[src/rtl/fifo_stream_reader.sv]
// Read-side drain engine: issues FIFO reads, absorbs the one-cycle read
// latency and re-presents the words on a valid/ready stream.
module fifo_stream_reader #(
  parameter int unsigned FIFO_width  = 32,
  parameter int unsigned COUNT_width = 16
) (
  input  logic                   clk,
  input  logic                   reset,
  input  logic                   enable,
  output logic                   fifoReadEnable,
  input  logic [FIFO_width-1:0]  fifoDataOut,
  input  logic                   fifoEmpty,
  output logic [FIFO_width-1:0]  outData,
  output logic                   outValid,
  input  logic                   outReady,
  output logic [COUNT_width-1:0] wordsRead,
  output logic                   busy
);

  localparam int unsigned OCC_W = 2;

  logic [OCC_W-1:0]       occ_q;
  logic                   in_flight_q;
  logic [FIFO_width-1:0]  buf0_q;
  logic [FIFO_width-1:0]  buf1_q;
  logic [COUNT_width-1:0] words_q;

  logic                   pop_c;
  logic [OCC_W-1:0]       fill_c;

  // Stream handshake and read issue; a pop frees a slot in the same cycle
  always_comb begin
    pop_c          = (occ_q != OCC_W'(0)) && outReady;
    fill_c         = occ_q + OCC_W'(in_flight_q);
    fifoReadEnable = reset && enable && !fifoEmpty &&
                     ((fill_c < OCC_W'(2)) || pop_c);
  end

  assign outValid  = (occ_q != OCC_W'(0));
  assign outData   = buf0_q;
  assign wordsRead = words_q;
  assign busy      = (occ_q != OCC_W'(0)) || in_flight_q;

  // Skid buffer, in-flight tracking and pop counter
  always_ff @(posedge clk or negedge reset) begin
    if (!reset) begin
      occ_q       <= '0;
      in_flight_q <= 1'b0;
      buf0_q      <= '0;
      buf1_q      <= '0;
      words_q     <= '0;
    end else begin
      in_flight_q <= fifoReadEnable;
      if (pop_c) begin
        words_q <= words_q + COUNT_width'(1);
      end
      case ({in_flight_q, pop_c})
        2'b10: begin
          if (occ_q == OCC_W'(0)) begin
            buf0_q <= fifoDataOut;
          end else begin
            buf1_q <= fifoDataOut;
          end
          occ_q <= occ_q + OCC_W'(1);
        end
        2'b01: begin
          buf0_q <= buf1_q;
          occ_q  <= occ_q - OCC_W'(1);
        end
        2'b11: begin
          // Occupancy unchanged: new word lands behind the surviving one
          if (occ_q == OCC_W'(1)) begin
            buf0_q <= fifoDataOut;
          end else begin
            buf0_q <= buf1_q;
            buf1_q <= fifoDataOut;
          end
        end
        default: ;
      endcase
    end
  end

endmodule

[config.mk]
export PLATFORM = sky130hd
export DESIGN_NAME = fifo_stream_reader
export DESIGN_NICKNAME = d
export VERILOG_FILES = /design/src/rtl/fifo_stream_reader.sv
export SDC_FILE = /design/constraint.sdc
export NUM_CORES = 1
export LEC_CHECK = 0
export BUFFER_PORTS_ARGS = -buffer_cell sky130_fd_sc_hd__clkbuf_2
export CORE_MARGIN = 4
export CORE_UTILIZATION = 53
export CTS_BUF_LIST = sky130_fd_sc_hd__clkbuf_16
export CTS_CLUSTER_DIAMETER = 80
export DETAILED_ROUTE_END_ITERATION = 10
export PLACE_DENSITY = 0.86
export RECOVER_POWER = 100
export SLEW_MARGIN = 40
export SYNTH_ARGS = -nofsm -noshare
export SYNTH_HDL_FRONTEND = slang
export SYNTH_SLANG_ARGS = --single-unit
export TNS_END_PERCENT = 30
[constraint.sdc]
create_clock -name clk -period 2.8 [get_ports clk]
set_clock_uncertainty 0.05 [all_clocks]
set_input_delay 0 -clock clk [delete_from_list [all_inputs] [get_ports clk]]
set_output_delay 0 -clock clk [all_outputs]
set_load 0.05 [all_outputs]
==> qor.csv, run 1 <==
stage;metric;value;unit
floorplan;Die X;91.1;um
timing;Rel. slew slack;8.63;%
synth;Primary FF master, synth;dfrtp_1;
global_routing;first-pass GRT wire length;14.1;mm
final_layout;final net count;478;
clock_network;Worst-path clk slew;0.06;ns
synth;synthesized instance count;308;
place;Final Wtd Congestion;0.747;
clock_network;Clock Path Buffers;2;
final_layout;layout cells sized above 1;20.1;%
global_routing;initial antenna violation count;0;
synth;YS warnings;0;
detailed_routing;wire length per cell;16.3;um
place;dpl hpwl;5.41;mm
final_layout;Non-Filler Cell Area, Final;0.00470;mm2
outcome;status;finished clean;
detailed_routing;via count;2865;
global_routing;vias in the first global route;2957;
final_layout;Fillers;494;
job;max cap viols;0;
floorplan;die height;91.1;um
setup_path;CP Capture Type;flop;
setup_path;Crit Path Category;flop to flop;
synth;Post-Syn Nets;353;
floorplan;Initial Utilization;54.2;%
timing;worst-margin pin slew;1.37;ns
detailed_routing;DRT antenna net count;0;
clock_network;Root Buffer;clkbuf_16;
final_layout;footprint of the multi-input gates;0.00142;mm2
detailed_routing;overall routed net length;8.42;mm
place;DP Worst Slack;0.452;ns
synth;Distinct cells, synth;34;
setup_path;crit start category;flop;
timing;Setup Total Neg Slack;0;ns
timing;RSZ-0062 raised after global routing;false;
floorplan;Placeable Area;0.00676;mm2
place;dpl cell area;0.00418;mm2
floorplan;Std-Cell Rows;30;
hold_path;Hold Crit Class;primary input to async pin;
synth;sequential element share of the synthesized area;56.7;%
final_layout;ant diodes;0;
clock_network;CTS buffer count;9;
detailed_routing;DRT iter0 DRCs;115;
final_layout;fin util;69.6;%
timing;Tmin final;2.47;ns
synth;EDFF count, synth;0;
place;IO Port Bufs;87;
global_routing;total congestion overflow;0;
synth;Post-synth ARST share;100;%
timing;final setup fails;0;
clock_network;Setup Fix Bufs, Post-CTS;0;
pwr;cell leakage power;2.14;nW
pwr;maximum VDD drop;0.681;mV
pwr;Cell Pwr Density;1180;mW/mm2
detailed_routing;drt drc;0;
global_routing;pin count of the biggest net entering global routing;59;
timing;fmax;404;MHz
detailed_routing;1st-pass router iterations;4;
final_layout;Syn-to-layout area delta;28.4;%
floorplan;# IOs;88;
clock_network;H-tree depth;3;
setup_path;Worst EP required;2.99;ns
synth;number of synthesized register bits;83;
detailed_routing;vias per std cell;5.53;
synth;Post-Syn Area;0.00366;mm2
final_layout;sequential cell area;0.00208;mm2
global_routing;Tot GR Track Use;21.2;%
setup_path;Crit Path Max Fanout;20;
timing;post-route clock period utilization;88.3;%
clock_network;CTS tree;built;
timing;Final Max Tran Viols;0;
timing;final hold violations;0;
synth;average cell area after synthesis;11.9;um2
setup_path;worst path arrival time;2.67;ns
clock_network;Worst-Skew Late Latency;0.33;ns
timing;Setup WS post-layout;0.327;ns
floorplan;die area;0.00830;mm2
clock_network;CTS sink cnt;83;
==> final cells by class <==
cell class / instances / share of cell area [%]
Clock inverter: 7 / 1.28
Timing Repair Buffer: 130 / 16.7
Inverter: 8 / 0.639
Sequential cell: 83 / 44.2
Multi-Input combinational cell: 201 / 30.3
Tap cell: 80 / 2.13
Clock buffer: 9 / 4.79
==> kinds of logic (layout without fill, tap and decap cells) <==
group                      Yosys count  in the layout  share of synthesized area (%)
AOI/OAI and AO/OA                   74             74                           13.0
xor gates and xnor gates            17             17                           4.07
adders and majority gates            8              8                           2.73
buffers and inverters               24            154                           3.55
DFF                                 83             83                           56.7
muxes                               32             32                           9.84
and+or+nand+nor                     70             70                           10.1
==> stage by stage <==
stage               cells  power (mW)  hold slack, ns
global route          518        5.89           0.106
floorplan             308        3.89          -0.346
CTS                   518        5.68          0.0897
detailed placement    467        4.51          -0.114
global placement      467        4.40          -0.116
finish                518        5.56          0.0716
==> per-layer routing <==
metal | track usage [%] | routed length (um) | up-vias
li1 | - | - | 1340
met1 | 25.5 | 3490 | 1419
met2 | 35.7 | 4250 | 88
met3 | 5.63 | 496 | 18
met4 | 9.55 | 190 | 0
met5 | 0 | 0 | -
==> sequential cells by signal, summed over array words and instances (netlist names) <==
name	count
buf1_q	32
in_flight_q	1
occ_q	2
outData	32
wordsRead	16
==> synthesized netlist by cell type (2+ instances only) <==
master,count,area share [%]
clkbuf_1,3,0.31
nand3_1,5,0.68
buf_2,3,0.41
o21ai_0,30,4.1
nor3_1,3,0.41
mux2_1,2,0.62
xor2_1,7,1.7
mux2_2,30,9.2
nand4b_1,2,0.48
xnor2_1,10,2.4
ha_1,8,2.7
dfrtp_1,83,57
nor4_2,2,0.68
a21oi_1,2,0.27
buf_4,7,1.4
a22oi_1,32,6.6
a21o_1,3,0.62
nor2b_1,2,0.34
clkbuf_2,2,0.27
nor2_1,3,0.31
inv_1,8,0.82
o21ai_1,4,0.55
nand2_1,46,4.7
==> path summary, 6_finish.rpt <==
path                                     end         from  cells past startpoint  slack (ns)
worst min register to register   outData[23]  outData[23]                      2        0.43
worst max register to register   outData[20]     occ_q[0]                      9        0.33
max in group asynchronous         outData[5]        reset                      3        0.99
min in group clk                wordsRead[7]     outReady                      4        0.09
worst min-delay path             outData[23]        reset                      2        0.07
worst max-delay path             outData[20]     occ_q[0]                      9        0.33
==> cell usage in the layout (no fill, tap or decap), drive strengths merged, types with 4 or more instances in the layout <==
cell type / netlist / layout
clkbuf: 5 / 99
dfrtp: 83 / 83
nand2: 46 / 46
dlygate4sd3: 0 / 35
o21ai: 34 / 34
a22oi: 32 / 32
mux2: 32 / 32
inv: 8 / 11
xnor2: 10 / 10
ha: 8 / 8
xor2: 7 / 7
nand3: 6 / 6
buf: 11 / 5
a21oi: 4 / 4
==> what timing repair did <==
item	CTS	global route
hold buffers	35	0
endpoints found under the hold margin	90	0
gates resized for setup	0	0
==> worst max-delay path, cell delays in order, from the launching register on <==
cell and delay (ns):
dfrtp_1 0.43, inv_1 0.07, ha_1 0.22, nor2b_2 0.21
ha_1 0.33, nor2b_1 0.12, a21oi_1 0.15, clkbuf_2 0.43
a22oi_1 0.17, o21ai_0 0.20
==> where the power goes <==
group	switching, mW	leakage (nW)	internal (mW)
Combinational	1.72	0.955	0.680
Sequential	0.340	1.03	1.70
Clock	0.442	0.150	0.680
Total	2.50	2.14	3.07
Note: power is estimated with default switching activity, not from simulation.
==> inputs of run 2 (changes only) <==
- CELL_PAD_IN_SITES_DETAIL_PLACEMENT: default -> 1
- CELL_PAD_IN_SITES_GLOBAL_PLACEMENT: default -> 1
- CORE_UTILIZATION: 53 -> 42
- PLACE_DENSITY: 0.86 -> 0.87
==> qor.csv, run 2 (synthesized netlist as in run 1, its figures left out) <==
stage;metric;value;unit
setup_path;crit-path leading delay family;buffers and inverters;
job;max cap viols;0;
detailed_routing;via count;2835;
final_layout;Syn-to-layout area delta;29.2;%
setup_path;Largest stage delay, worst path;0.44;ns
global_routing;first-pass GRT wire length;16.3;mm
floorplan;Std-Cell Rows;33;
timing;post-route clock period utilization;92.4;%
clock_network;CTS sink cnt;83;
place;IO Port Bufs;87;
setup_path;Crit Path Max Fanout;32;
hold_path;Hold Crit Class;primary input to flop;
timing;RSZ-0062 raised after global routing;false;
setup_path;Worst R2R Start;occ_q[0];
setup_path;Slowest-stage cell, CP;dfrtp_1;
setup_path;Most common cell on crit path;ha_1;
detailed_routing;DRT antenna net count;0;
global_routing;total congestion overflow;0;
detailed_routing;overall routed net length;9.77;mm
final_layout;final net count;478;
final_layout;commonest cells after routing, fill and taps aside;dfrtp_1 (83), clkbuf_1 (53), nand2_1 (46);
timing;Tmin final;2.59;ns
global_routing;initial antenna violation count;0;
clock_network;CTS buffer count;9;
floorplan;die height;101;um
detailed_routing;1st-pass router iterations;4;
timing;fmax;387;MHz
timing;Setup WS post-layout;0.214;ns
place;dpl hpwl;6.41;mm
detailed_routing;drt drc;0;
setup_path;worst path arrival time;2.74;ns
final_layout;footprint of the multi-input gates;0.00143;mm2
timing;Final Max Tran Viols;0;
floorplan;Placeable Area;0.00834;mm2
hold_path;hold_sp;outReady;
setup_path;crit start category;flop;
place;Final Wtd Congestion;0.784;
final_layout;ant diodes;0;
clock_network;H-tree depth;3;
clock_network;Clock Path Buffers;2;
setup_path;cells along the critical path;inv_1 -> ha_1 -> nor2b_2 -> ha_1 -> buf_4 -> o21ai_0 -> a21oi_4 -> buf_6 -> mux2_1;
floorplan;die area;0.0103;mm2
final_layout;Layout Cells excl Fill;543;
timing;final setup fails;0;
final_layout;sequential cell area;0.00208;mm2
pwr;cell leakage power;2.14;nW
clock_network;Root Buffer;clkbuf_16;
pwr;total power;5.64;mW
clock_network;CTS tree;built;
global_routing;pin count of the biggest net entering global routing;65;
final_layout;most common cell after layout, fill and taps aside;dfrtp_1;
setup_path;CP Capture Type;flop;
timing;final hold violations;0;
clock_network;Worst-Skew Late Latency;0.34;ns
setup_path;Crit Path Category;flop to flop;
final_layout;layout cells sized above 1;20.8;%
timing;worst-margin pin slew;1.19;ns
timing;Setup Total Neg Slack;0;ns
clock_network;Worst-path clk slew;0.06;ns
setup_path;CP Buf/Inv Count;3;
final_layout;Fillers;932;
floorplan;Die X;101;um
setup_path;Worst EP required;2.96;ns
pwr;maximum VDD drop;0.583;mV
outcome;status;finished clean;
timing;Rel. slew slack;20.9;%
detailed_routing;DRT iter0 DRCs;142;
global_routing;vias in the first global route;3214;
pwr;Cell Pwr Density;1190;mW/mm2
final_layout;Non-Filler Cell Area, Final;0.00473;mm2
global_routing;Tot GR Track Use;20.5;%
place;DP Worst Slack;0.290;ns
place;placed cells;492;
floorplan;# IOs;88;
place;dpl cell area;0.00422;mm2
setup_path;Critical Path Source;occ_q[0];
floorplan;Initial Utilization;43.9;%
detailed_routing;vias per std cell;5.22;
detailed_routing;wire length per cell;18.0;um
-- run 2: worst paths after layout --
path,to,slack (ns),cells past startpoint
setup / recovery,buf1_q[18],0.21,9
hold / removal,wordsRead[7],0.11,4
setup reg to reg,buf1_q[18],0.21,9
hold reg to reg,outData[13],0.43,2
max in group asynchronous,outData[20],1.06,3
min in group asynchronous,buf1_q[1],0.13,2
-- run 2: cell type report --
class / count / share of cell area (%)
inverter: 8 / 0.635
clock buffer: 9 / 4.76
multi-input combinational: 201 / 30.2
tap: 105 / 2.78
sequential: 83 / 43.9
timing repair buffer: 130 / 16.5
clock inverter: 7 / 1.30
-- run 2: per-stage QoR --
step,hold WS [ns],util [%]
final,0.108,56.7
after global routing,0.114,56.7
after CTS,0.101,58.2
after detailed placement,-0.0507,50.6
after global placement,-0.0543,50.5
after floorplan,-0.346,-
-- run 2: per-layer routing --
layer	wire, um	vias up	part of all wire (%)	global-route usage, %
li1	-	1335	-	-
met1	4040	1415	41	24.7
met2	5150	69	53	36.7
met3	440	16	4.5	4.61
met4	138	0	1.4	5.62
met5	0	-	0	0
-- run 2: power by group --
group          leakage [nW]  internal, mW  switching, mW
clock network         0.152         0.681          0.469
logic                 0.954         0.677           1.77
registers              1.03          1.70          0.336
total                  2.14          3.06           2.58
-- run 2: timing repair --
| item | 4_1_cts | 5_1_grt |
|---|---|---|
| endpoints found under the setup margin | 0 | 0 |
| setup buffers | 0 | 0 |
| resized for setup | 0 | 0 |
| hold endpoints to repair | 97 | 0 |
| hold buffers | 35 | 0 |
-- run 2: worst reg2reg max path: cells and delay by family (launching register included) --
family,cells,cell delay (ns)
buf+inv,3,0.55
mux,1,0.40
fa+ha+maj,2,0.46
simple gates,1,0.28
compound gates,2,0.29
flops,1,0.44
